==> src/rtl/arm_pipe_pkg.sv <==
// Shared types for the ARM pipeline stall controller: FSM states, the
// freeze/flush control bundle and its decode helpers.
package arm_pipe_pkg;

  localparam int STAT_W_DEF = 16;

  typedef enum logic [1:0] {
    ST_RUN  = 2'd0,
    ST_WAIT = 2'd1,
    ST_HALT = 2'd2
  } state_e;

  typedef struct packed {
    logic pc_freeze;
    logic ifid_freeze;
    logic ifid_flush;
    logic idex_bubble;
    logic exmem_freeze;
    logic memwb_freeze;
  } ctrl_t;

  localparam ctrl_t CTRL_IDLE = ctrl_t'(6'b000000);

  function automatic ctrl_t freeze_all();
    ctrl_t c;
    c              = CTRL_IDLE;
    c.pc_freeze    = 1'b1;
    c.ifid_freeze  = 1'b1;
    c.exmem_freeze = 1'b1;
    c.memwb_freeze = 1'b1;
    return c;
  endfunction

  // A taken branch squashes the ID instruction, so its hazard is irrelevant.
  function automatic ctrl_t run_decode(input logic branch_taken, input logic hazard);
    ctrl_t c;
    c = CTRL_IDLE;
    if (branch_taken) begin
      c.ifid_flush  = 1'b1;
      c.idex_bubble = 1'b1;
    end else if (hazard) begin
      c.pc_freeze   = 1'b1;
      c.ifid_freeze = 1'b1;
      c.idex_bubble = 1'b1;
    end else begin
      c = CTRL_IDLE;
    end
    return c;
  endfunction

endpackage

==> src/rtl/stall_watchdog.sv <==
// Memory-wait watchdog: counts consecutive wait cycles and raises a sticky
// timeout flag when a stall persists past WAIT_TIMEOUT.
module stall_watchdog
  import arm_pipe_pkg::*;
#(
  parameter int WAIT_W       = 8,
  parameter int WAIT_TIMEOUT = 255
) (
  input  logic clk,
  input  logic rst_n,
  input  logic count_en,
  input  logic clear,
  output logic at_limit,
  output logic mem_timeout
);

  localparam logic [WAIT_W-1:0] LIMIT = WAIT_W'(WAIT_TIMEOUT);

  logic [WAIT_W-1:0] wait_cnt_q, wait_cnt_d;
  logic              timeout_q, timeout_d;

  assign at_limit    = (wait_cnt_q == LIMIT);
  assign mem_timeout = timeout_q;

  // Counter holds at the limit so it can never wrap once HALT is entered.
  always_comb begin
    wait_cnt_d = wait_cnt_q;
    timeout_d  = timeout_q;
    if (clear) begin
      wait_cnt_d = {WAIT_W{1'b0}};
    end else if (count_en) begin
      if (at_limit) begin
        timeout_d = 1'b1;
      end else begin
        wait_cnt_d = wait_cnt_q + {{(WAIT_W-1){1'b0}}, 1'b1};
      end
    end else begin
      wait_cnt_d = wait_cnt_q;
    end
  end

  always_ff @(posedge clk or negedge rst_n) begin
    if (!rst_n) begin
      wait_cnt_q <= {WAIT_W{1'b0}};
      timeout_q  <= 1'b0;
    end else begin
      wait_cnt_q <= wait_cnt_d;
      timeout_q  <= timeout_d;
    end
  end

endmodule

==> src/rtl/pipeline_stall_ctrl.sv <==
// Freeze/flush controller for the 5-stage pipeline with a memory-wait watchdog.
// Optional saturating stall statistics are enabled with STALL_STATS_EN.
module pipeline_stall_ctrl
  import arm_pipe_pkg::*;
#(
  parameter int WAIT_TIMEOUT = 255,
  parameter int WAIT_W       = 8,
  parameter int STAT_W       = STAT_W_DEF
) (
  input  logic clk,
  input  logic rst_n,
  input  logic hazard,
  input  logic branch_taken,
  input  logic mem_req,
  input  logic mem_ready,
  output logic pc_freeze,
  output logic ifid_freeze,
  output logic ifid_flush,
  output logic idex_bubble,
  output logic exmem_freeze,
  output logic memwb_freeze,
  output logic mem_timeout,
`ifdef STALL_STATS_EN
  output logic [STAT_W-1:0] hazard_stalls,
  output logic [STAT_W-1:0] mem_stalls,
  output logic [STAT_W-1:0] flushes,
`endif
  output logic busy
);

  state_e state_q, state_d;
  ctrl_t  ctrl_s;
  logic   busy_s;
  logic   mem_stall_s, at_limit_s, count_en_s, clear_s;

  assign mem_stall_s = mem_req & ~mem_ready;
  assign count_en_s  = mem_stall_s & (state_q != ST_HALT);
  assign clear_s     = (state_q == ST_WAIT) & ~mem_stall_s;

  stall_watchdog #(
    .WAIT_W      (WAIT_W),
    .WAIT_TIMEOUT(WAIT_TIMEOUT)
  ) u_watchdog (
    .clk        (clk),
    .rst_n      (rst_n),
    .count_en   (count_en_s),
    .clear      (clear_s),
    .at_limit   (at_limit_s),
    .mem_timeout(mem_timeout)
  );

  always_ff @(posedge clk or negedge rst_n) begin
    if (!rst_n) state_q <= ST_RUN;
    else        state_q <= state_d;
  end

  // A dropped mem_req in WAIT counts as a release, same as mem_ready.
  always_comb begin
    state_d = state_q;
    case (state_q)
      ST_RUN:  state_d = mem_stall_s ? ST_WAIT : ST_RUN;
      ST_WAIT: begin
        if (mem_stall_s) state_d = at_limit_s ? ST_HALT : ST_WAIT;
        else             state_d = ST_RUN;
      end
      ST_HALT: state_d = ST_HALT;
      default: state_d = ST_HALT;
    endcase
  end

  // The release cycle of WAIT reuses the RUN priority decode on the same edge.
  always_comb begin
    ctrl_s = CTRL_IDLE;
    busy_s = 1'b0;
    case (state_q)
      ST_RUN: begin
        ctrl_s = mem_stall_s ? freeze_all() : run_decode(branch_taken, hazard);
        busy_s = 1'b0;
      end
      ST_WAIT: begin
        ctrl_s = mem_stall_s ? freeze_all() : run_decode(branch_taken, hazard);
        busy_s = 1'b1;
      end
      ST_HALT: begin
        ctrl_s = freeze_all();
        busy_s = 1'b1;
      end
      default: begin
        ctrl_s = freeze_all();
        busy_s = 1'b1;
      end
    endcase
  end

  assign pc_freeze    = rst_n & ctrl_s.pc_freeze;
  assign ifid_freeze  = rst_n & ctrl_s.ifid_freeze;
  assign ifid_flush   = rst_n & ctrl_s.ifid_flush;
  assign idex_bubble  = rst_n & ctrl_s.idex_bubble;
  assign exmem_freeze = rst_n & ctrl_s.exmem_freeze;
  assign memwb_freeze = rst_n & ctrl_s.memwb_freeze;
  assign busy         = rst_n & busy_s;

`ifdef STALL_STATS_EN
  function automatic logic [STAT_W-1:0] sat_inc(input logic [STAT_W-1:0] v, input logic en);
    if (en && (v != {STAT_W{1'b1}})) return v + {{(STAT_W-1){1'b0}}, 1'b1};
    else                             return v;
  endfunction

  logic hz_evt_s, mem_evt_s, fl_evt_s;
  logic [STAT_W-1:0] hazard_stalls_q, mem_stalls_q, flushes_q;

  assign hz_evt_s  = (state_q != ST_HALT) & ctrl_s.pc_freeze & ~ctrl_s.exmem_freeze;
  assign mem_evt_s = (state_q != ST_HALT) & ctrl_s.exmem_freeze;
  assign fl_evt_s  = ctrl_s.ifid_flush;

  always_ff @(posedge clk or negedge rst_n) begin
    if (!rst_n) begin
      hazard_stalls_q <= {STAT_W{1'b0}};
      mem_stalls_q    <= {STAT_W{1'b0}};
      flushes_q       <= {STAT_W{1'b0}};
    end else begin
      hazard_stalls_q <= sat_inc(hazard_stalls_q, hz_evt_s);
      mem_stalls_q    <= sat_inc(mem_stalls_q, mem_evt_s);
      flushes_q       <= sat_inc(flushes_q, fl_evt_s);
    end
  end

  assign hazard_stalls = hazard_stalls_q;
  assign mem_stalls    = mem_stalls_q;
  assign flushes       = flushes_q;
`else
  logic [STAT_W-1:0] unused_stat_s;
  assign unused_stat_s = {STAT_W{1'b0}};
`endif

endmodule
==> config.mk <==
export PLATFORM = sky130hd
export DESIGN_NAME = pipeline_stall_ctrl
export DESIGN_NICKNAME = d
export VERILOG_FILES = /design/src/rtl/arm_pipe_pkg.sv /design/src/rtl/stall_watchdog.sv /design/src/rtl/pipeline_stall_ctrl.sv
export SDC_FILE = /design/constraint.sdc
export NUM_CORES = 1
export LEC_CHECK = 0
export ABC_AREA = 1
export CAP_MARGIN = 20
export CELL_PAD_IN_SITES_DETAIL_PLACEMENT = 1
export CELL_PAD_IN_SITES_GLOBAL_PLACEMENT = 2
export CORE_MARGIN = 2
export CORE_UTILIZATION = 31
export CTS_CLUSTER_DIAMETER = 80
export DETAILED_ROUTE_END_ITERATION = 16
export GPL_TIMING_DRIVEN = 1
export PLACE_DENSITY_LB_ADDON = 0.1
export SYNTH_ARGS = -nofsm -noshare
export SYNTH_HDL_FRONTEND = slang
export SYNTH_HIERARCHICAL = 1
export SYNTH_SLANG_ARGS = --single-unit
==> constraint.sdc <==
create_clock -name clk -period 2.36 [get_ports clk]
set_input_delay 0.236 -clock clk [delete_from_list [all_inputs] [get_ports clk]]
set_output_delay 0.236 -clock clk [all_outputs]
set_load 0.02 [all_outputs]
Yosys cells after proc, flatten, opt, wreduce, memory -nomap -nowiden. Index checks and enable logic that the tools add are counted. W data, S select, Z words.

Reduce and logical (&&, ||, !) cells: 5. Mux-type cells: 14. Add/subtract/negate cells: 1. Equal/unequal tests: 4. Bitwise gates (word level): 13.

Operator list (count): $mux W8 (3); $mux W6 (2); $and A1 B1 Y1 (10); $mux W2 (5); $add A8 B1 Y8 const B (1); $eq A8 B8 Y1 const B (1); $pmux W2 S2 (1); $mux W1 (3); $not A1 Y1 (3); $reduce_and A3 Y1 (1); $eq A2 B1 Y1 const B (1); $logic_not A2 Y1 (1); $ne A2 B1 Y1 const B (1); $ne A2 B2 Y1 const B (1); $reduce_and A2 Y1 (1); $reduce_bool A2 Y1 (1); $reduce_or A2 Y1 (1).

Logic and storage cells: 40. Bits in registers: 11. Output and inout port bits: 8. Bits of input ports: 6.

Depth between registers and ports, before layout.
Depth after elaboration: 6. Gate-level depth with buffers: 9. Depth with buffers taken out: 9.

Hierarchy. The synthesis kept the hierarchy.

Modules (own cells, without submodules): stall_watchdog (instances 1, cells an instance 71, seq. area each 225.2 µm², area an instance 578.1 µm²); pipeline_stall_ctrl (instances 1, cells an instance 25, seq. area each 50.0 µm², area an instance 170.2 µm²).

Worst setup path after synthesis. Ideal clock, no wire load.

Kind: flip-flop to flip-flop. Start: reg state_q[0]. End: reg u_watchdog.wait_cnt_q[0]. Setup time: 0.074 ns. Cell stages (with the launch flop): 9. Slack: 1.019 ns. Buffers on the path: 0. Data arrival time: 1.267 ns. Required time: 2.286 ns. Clock period less this slack: 1.341 ns. Path through: dfrtp_1 -> inv_1 -> a21oi_1 -> inv_1 -> nor2_2 -> nand2_2 -> inv_2 -> nand2_1 -> o21ai_2.

Cells in the longest elaborated chain, start to end: 4. Elaborated cells on any way between the ends: 8. Those cells by class: 3 x eq/ne; 1 x mux; 2 x bitwise; 2 x reduce/logical.

RTL lines: start, declared (line pipeline_stall_ctrl.sv:31) `state_e state_q, state_d;`; start signal, assigned (line pipeline_stall_ctrl.sv:54) `else state_q <= state_d;`; $ne A2 B2 Y1 (line pipeline_stall_ctrl.sv:37) `assign count_en_s = mem_stall_s & (state_q != ST_HALT);`; $and A1 B1 Y1 (line pipeline_stall_ctrl.sv:37); net count_en_s (line pipeline_stall_ctrl.sv:34) `logic mem_stall_s, at_limit_s, count_en_s, clear_s;`; $reduce_bool A2 Y1 (no source line); $reduce_and A2 Y1 (no source line); end signal, assigned (line stall_watchdog.sv:44) `wait_cnt_q <= {WAIT_W{1'b0}};`; end signal, assigned (line stall_watchdog.sv:47) `wait_cnt_q <= wait_cnt_d;`; end, declared (line stall_watchdog.sv:19) `logic [WAIT_W-1:0] wait_cnt_q, wait_cnt_d;`.

The timed path passes the listed nets, and every way through them passes these cells. A chain may end at the register's enable or synchronous reset.

Worst setup path after layout.
Start: in rst_n. End: out ifid_flush.

Cells in the longest elaborated chain, start to end: 1.

RTL lines: start, declared (line pipeline_stall_ctrl.sv:11) `input logic rst_n,`; $and A1 B1 Y1 (line pipeline_stall_ctrl.sv:97) `assign ifid_flush = rst_n & ctrl_s.ifid_flush;`; end, declared (line pipeline_stall_ctrl.sv:18) `output logic ifid_flush,`.

Every way passes these cells.

==> summary.log <==
INFO  status         run_status=complete, no violations
INFO  placed_design  io_buffers=13
INFO  setup_path     arrival_time_of_data_at_the_critical_path_endpoint=1.66ns
INFO  clock_tree     post_cts.repair.setup_buffers=0
INFO  logic_synthesis yosysUniqueCellTypes=24
INFO  routing        violation_count_after_the_first_detailed_routing_iteration=7
INFO  routing        drt-pass1-iter-count=4
INFO  routing        postRouteWirelength=1.66mm
INFO  clock_tree     cts_root_buf=sky130_fd_sc_hd__clkbuf_4
INFO  clock_tree     cts_tree=built
INFO  sta            setup-tns-final=0ns
INFO  sta            achievable-frequency=528MHz
INFO  pwr            pwr-share-seq=0.529
INFO  sta            fin_worst_hold_slack=0.443ns
INFO  sta            timing.slew.headroom=0.680
INFO  logic_synthesis yosys_register_bits=11
INFO  routing        remaining_drc_errors=0
INFO  finish         layoutNonFillerInstCount=141
INFO  setup_path     timing.rr.start=state_q[0]
INFO  sta            final.setup_skew=0.00552ns
INFO  die            core=0.00225mm2
INFO  logic_synthesis synthSimpleGateAreaFrac=0.395
INFO  pwr            power.switching_fraction=0.233
INFO  setup_path     crit_path_end=ifid_flush
INFO  sta            final_critical_path_required_period=1.90ns
INFO  clock_tree     htreeDepth=1
INFO  clock_tree     cts.clk_slew.worst_paths=0.07ns
INFO  logic_synthesis synthTopCellsByArea=sky130_fd_sc_hd__dfrtp_1 37%, sky130_fd_sc_hd__nand3_1 9.4%, sky130_fd_sc_hd__nand2_1 8.5%, sky130_fd_sc_hd__inv_1 6.0%, sky130_fd_sc_hd__nand2_4 4.5%
INFO  sta            rsz0062_at_grt=no
INFO  logic_synthesis synth-seq-area-share=0.368
INFO  logic_synthesis synth.avg_cell_area=7.79um2
INFO  setup_path     critPathKind=primary input to output port
INFO  logic_synthesis synth_top_area_share=0.368
INFO  sta            worst-slew-pin-transition=0.480ns
INFO  pwr            cell_internal_pwr=0.277mW
INFO  global_route   global_route_wire_length_before_repair=3.04mm
INFO  global_route   grtUsageTotal=0.150
INFO  global_route   antenna_found_initial=0
INFO  pwr            leakagePower=0.441nW
INFO  placed_design  placed_cells_incl_taps=137
INFO  logic_synthesis adder_cell_area_share_of_the_yosys_netlist=0.0167
INFO  setup_path     crit_buf_inv=2
INFO  setup_path     critical_path.max_stage_delay=0.61ns
INFO  sta            setup_viol_count_final=0
INFO  setup_path     worst-r2r-cell-count=8
INFO  die            area_of_the_die=0.00282mm2
INFO  logic_synthesis synth_top_area_cell=sky130_fd_sc_hd__dfrtp_1
INFO  global_route   grt_max_degree=10
INFO  logic_synthesis synth_top_family_by_area=simple AND/OR/NAND/NOR gates
INFO  global_route   via_count_of_the_first_global_routing_pass=647
INFO  setup_path     cell_with_the_largest_stage_delay_on_the_worst_path=sky130_fd_sc_hd__clkdlybuf4s50_1
INFO  routing        num_vias=661
INFO  setup_path     dominant_cell_type_by_count_on_the_critical_path=sky130_fd_sc_hd__clkdlybuf4s50_1
INFO  die            fp.dieH=53.1um
INFO  clock_tree     cts_made_buffers=3
INFO  die            num_io_pins=14
INFO  pwr            sw_pwr=0.0841mW
INFO  clock_tree     hold_buffers=0
INFO  die            std_cell_rows=17
INFO  pwr            power_per_standard_cell_area=384mW/mm2
INFO  pwr            worst_ir_drop_vdd=0.217mV
INFO  die            fp.dieW=53.1um
INFO  setup_path     cp.depth=4
INFO  placed_design  post-place-ws=0.436ns
INFO  finish         antenna-diode-count=0
INFO  finish         final-seq-area=275um2
INFO  finish         final_layout_size_suffix_gt1_frac=0.204
INFO  setup_path     timing.critical_path.to_type=output port
INFO  finish         area_growth=25.6%
INFO  setup_path     crit_path_max_fanout=6
INFO  routing        wire_per_inst=11.7um
INFO  logic_synthesis yosysWarnings=6
INFO  routing        route.antenna.remaining_nets=0
INFO  finish         fill_cells=289
INFO  pwr            clkPwrFrac=0.352
INFO  setup_path     r2r_end=u_watchdog/wait_cnt_q[0]
INFO  finish         final_net_count=121
INFO  placed_design  hpwlAfterDp=1.40mm
INFO  die            initial_utilization=0.332
INFO  setup_path     critPathTopFamily=buffers and inverters
INFO  worst_hold_path min-delay-path-class=primary input to async pin
INFO  logic_synthesis synthesis.area=748um2
INFO  clock_tree     postCtsResizedCells=0
INFO  finish         finalInstanceArea=940um2
INFO  finish         finish.utilization=0.417
INFO  setup_path     crit_path_start=rst_n
INFO  global_route   grt_remaining_overflow=0
INFO  setup_path     flop2flop_setup_slack=0.86ns
INFO  placed_design  place.gp.congestion=0.715
INFO  setup_path     critPathRequiredTime=2.12ns
INFO  routing        detail_route.vias_per_cell=4.69
INFO  clock_tree     clk_latency=0.27ns
INFO  job            drv_cap=0
INFO  logic_synthesis synth-xor-area-share=0.0234
INFO  pwr            totalPowerFinal=0.361mW
INFO  pwr            power.combinational.fraction=0.119
INFO  placed_design  total_cell_area_at_the_placement_stage=913um2
INFO  sta            finalMaxSlewViolations=0
INFO  clock_tree     cts-root-to-sink-buffers=2
INFO  finish         multi_input_comb_area=402um2
INFO  setup_path     worstPathCellList=clkdlybuf4s50_1, nand3_2, nor2_1, clkdlybuf4s50_1
INFO  sta            final.setup.worst_slack=0.465ns
INFO  setup_path     startpoint_type=primary input
INFO  logic_synthesis post_synth_inst_count=96
INFO  logic_synthesis mappedNetlistNets=103
INFO  logic_synthesis muxShareOfSynthArea=0
INFO  logic_synthesis synth_compound_area_frac=0.102
INFO  sta            finalCritPeriodShare=0.803
INFO  sta            finalHoldViolCount=0
INFO  clock_tree     clock_sink_count=11
routing by layer:
layer | vias up | part of all wire | global-route usage
met3 | 2 | 0.044 | 0.0508
met4 | 0 | 0.0048 | 0.0256
met1 | 304 | 0.54 | 0.208
met5 | - | 0 | 0
met2 | 12 | 0.41 | 0.225
li1 | 343 | - | -
cell usage after synthesis:
cell type                  count
sky130_fd_sc_hd__nor2_4        2
sky130_fd_sc_hd__nand2_2       5
sky130_fd_sc_hd__xor2_1        2
sky130_fd_sc_hd__nand3b_1      1
sky130_fd_sc_hd__dfrtp_1      11
sky130_fd_sc_hd__o21bai_1      1
sky130_fd_sc_hd__buf_4         2
sky130_fd_sc_hd__ha_1          1
sky130_fd_sc_hd__a21oi_1       3
sky130_fd_sc_hd__o21ai_1       1
sky130_fd_sc_hd__clkinv_1      1
sky130_fd_sc_hd__o21a_1        1
sky130_fd_sc_hd__nand2_4       3
sky130_fd_sc_hd__o21ai_0       3
sky130_fd_sc_hd__nand3_2       1
sky130_fd_sc_hd__nand2_8       1
sky130_fd_sc_hd__nor2_1        8
sky130_fd_sc_hd__nor2_2        1
sky130_fd_sc_hd__a31o_2        1
sky130_fd_sc_hd__o21ai_2       2
sky130_fd_sc_hd__nand2_1      17
sky130_fd_sc_hd__nand3_1      14
sky130_fd_sc_hd__inv_1        12
sky130_fd_sc_hd__inv_2         2
layout make-up:
cell class	instances	area share
clock buffers	4	0.0280
inverters	15	0.0599
multi-input cells	68	0.427
flip-flops and latches	11	0.293
well taps	28	0.0373
repair buffers	15	0.154
power by group through the flow:
stage	Sequential (mW)	Combinational (mW)	Clock, mW
6_report	0.191	0.0429	0.127
2_1_floorplan	0.194	0.0190	0
4_1_cts	0.191	0.0437	0.136
3_3_place_gp	0.194	0.0435	0
5_1_grt	0.191	0.0470	0.142
3_5_place_dp	0.195	0.0437	0
kinds of logic after synthesis:
family	after synthesis
and+or+nand+nor	53
buffers and inverters	17
AOI/OAI and AO/OA	12
DFF	11
xor gates and xnor gates	2
adders and majority gates	1
state kept, by name, summed over array words and instances (netlist names):
| register | count |
|---|---|
| u_watchdog/wait_cnt_q | 8 |
| state_q | 2 |
| u_watchdog/mem_timeout | 1 |
worst register-to-register path, cell delays in order (launching register included):
cell,delay [ns]
sky130_fd_sc_hd__dfrtp_1,0.37
sky130_fd_sc_hd__inv_1,0.06
sky130_fd_sc_hd__a21oi_1,0.41
sky130_fd_sc_hd__inv_1,0.13
sky130_fd_sc_hd__nor2_2,0.19
sky130_fd_sc_hd__nand2_2,0.09
sky130_fd_sc_hd__inv_2,0.07
sky130_fd_sc_hd__nand2_1,0.06
sky130_fd_sc_hd__o21ai_2,0.05
how the worst min path moves through the flow:
| stage | startpoint | endpoint | cells past startpoint |
|---|---|---|---|
| after global routing | rst_n | u_watchdog/mem_timeout | 2 |
| after floorplan | rst_n | state_q[0] | 0 |
| after global placement | u_watchdog/mem_timeout | u_watchdog/mem_timeout | 1 |
| after detailed placement | u_watchdog/mem_timeout | u_watchdog/mem_timeout | 1 |
| final | rst_n | u_watchdog/mem_timeout | 2 |
| after CTS | rst_n | u_watchdog/mem_timeout | 2 |
cell usage in the layout, fill, tap and decap left out, drive strengths merged, types with 2 or more instances in the layout:
| master | count |
|---|---|
| inv | 14 |
| nor2 | 11 |
| nand3 | 15 |
| clkbuf | 4 |
| nand2 | 26 |
| clkdlybuf4s50 | 13 |
| buf | 2 |
| a21oi | 3 |
| xor2 | 2 |
| o21ai | 6 |
| dfrtp | 11 |
(Power assumes the default switching activity.)
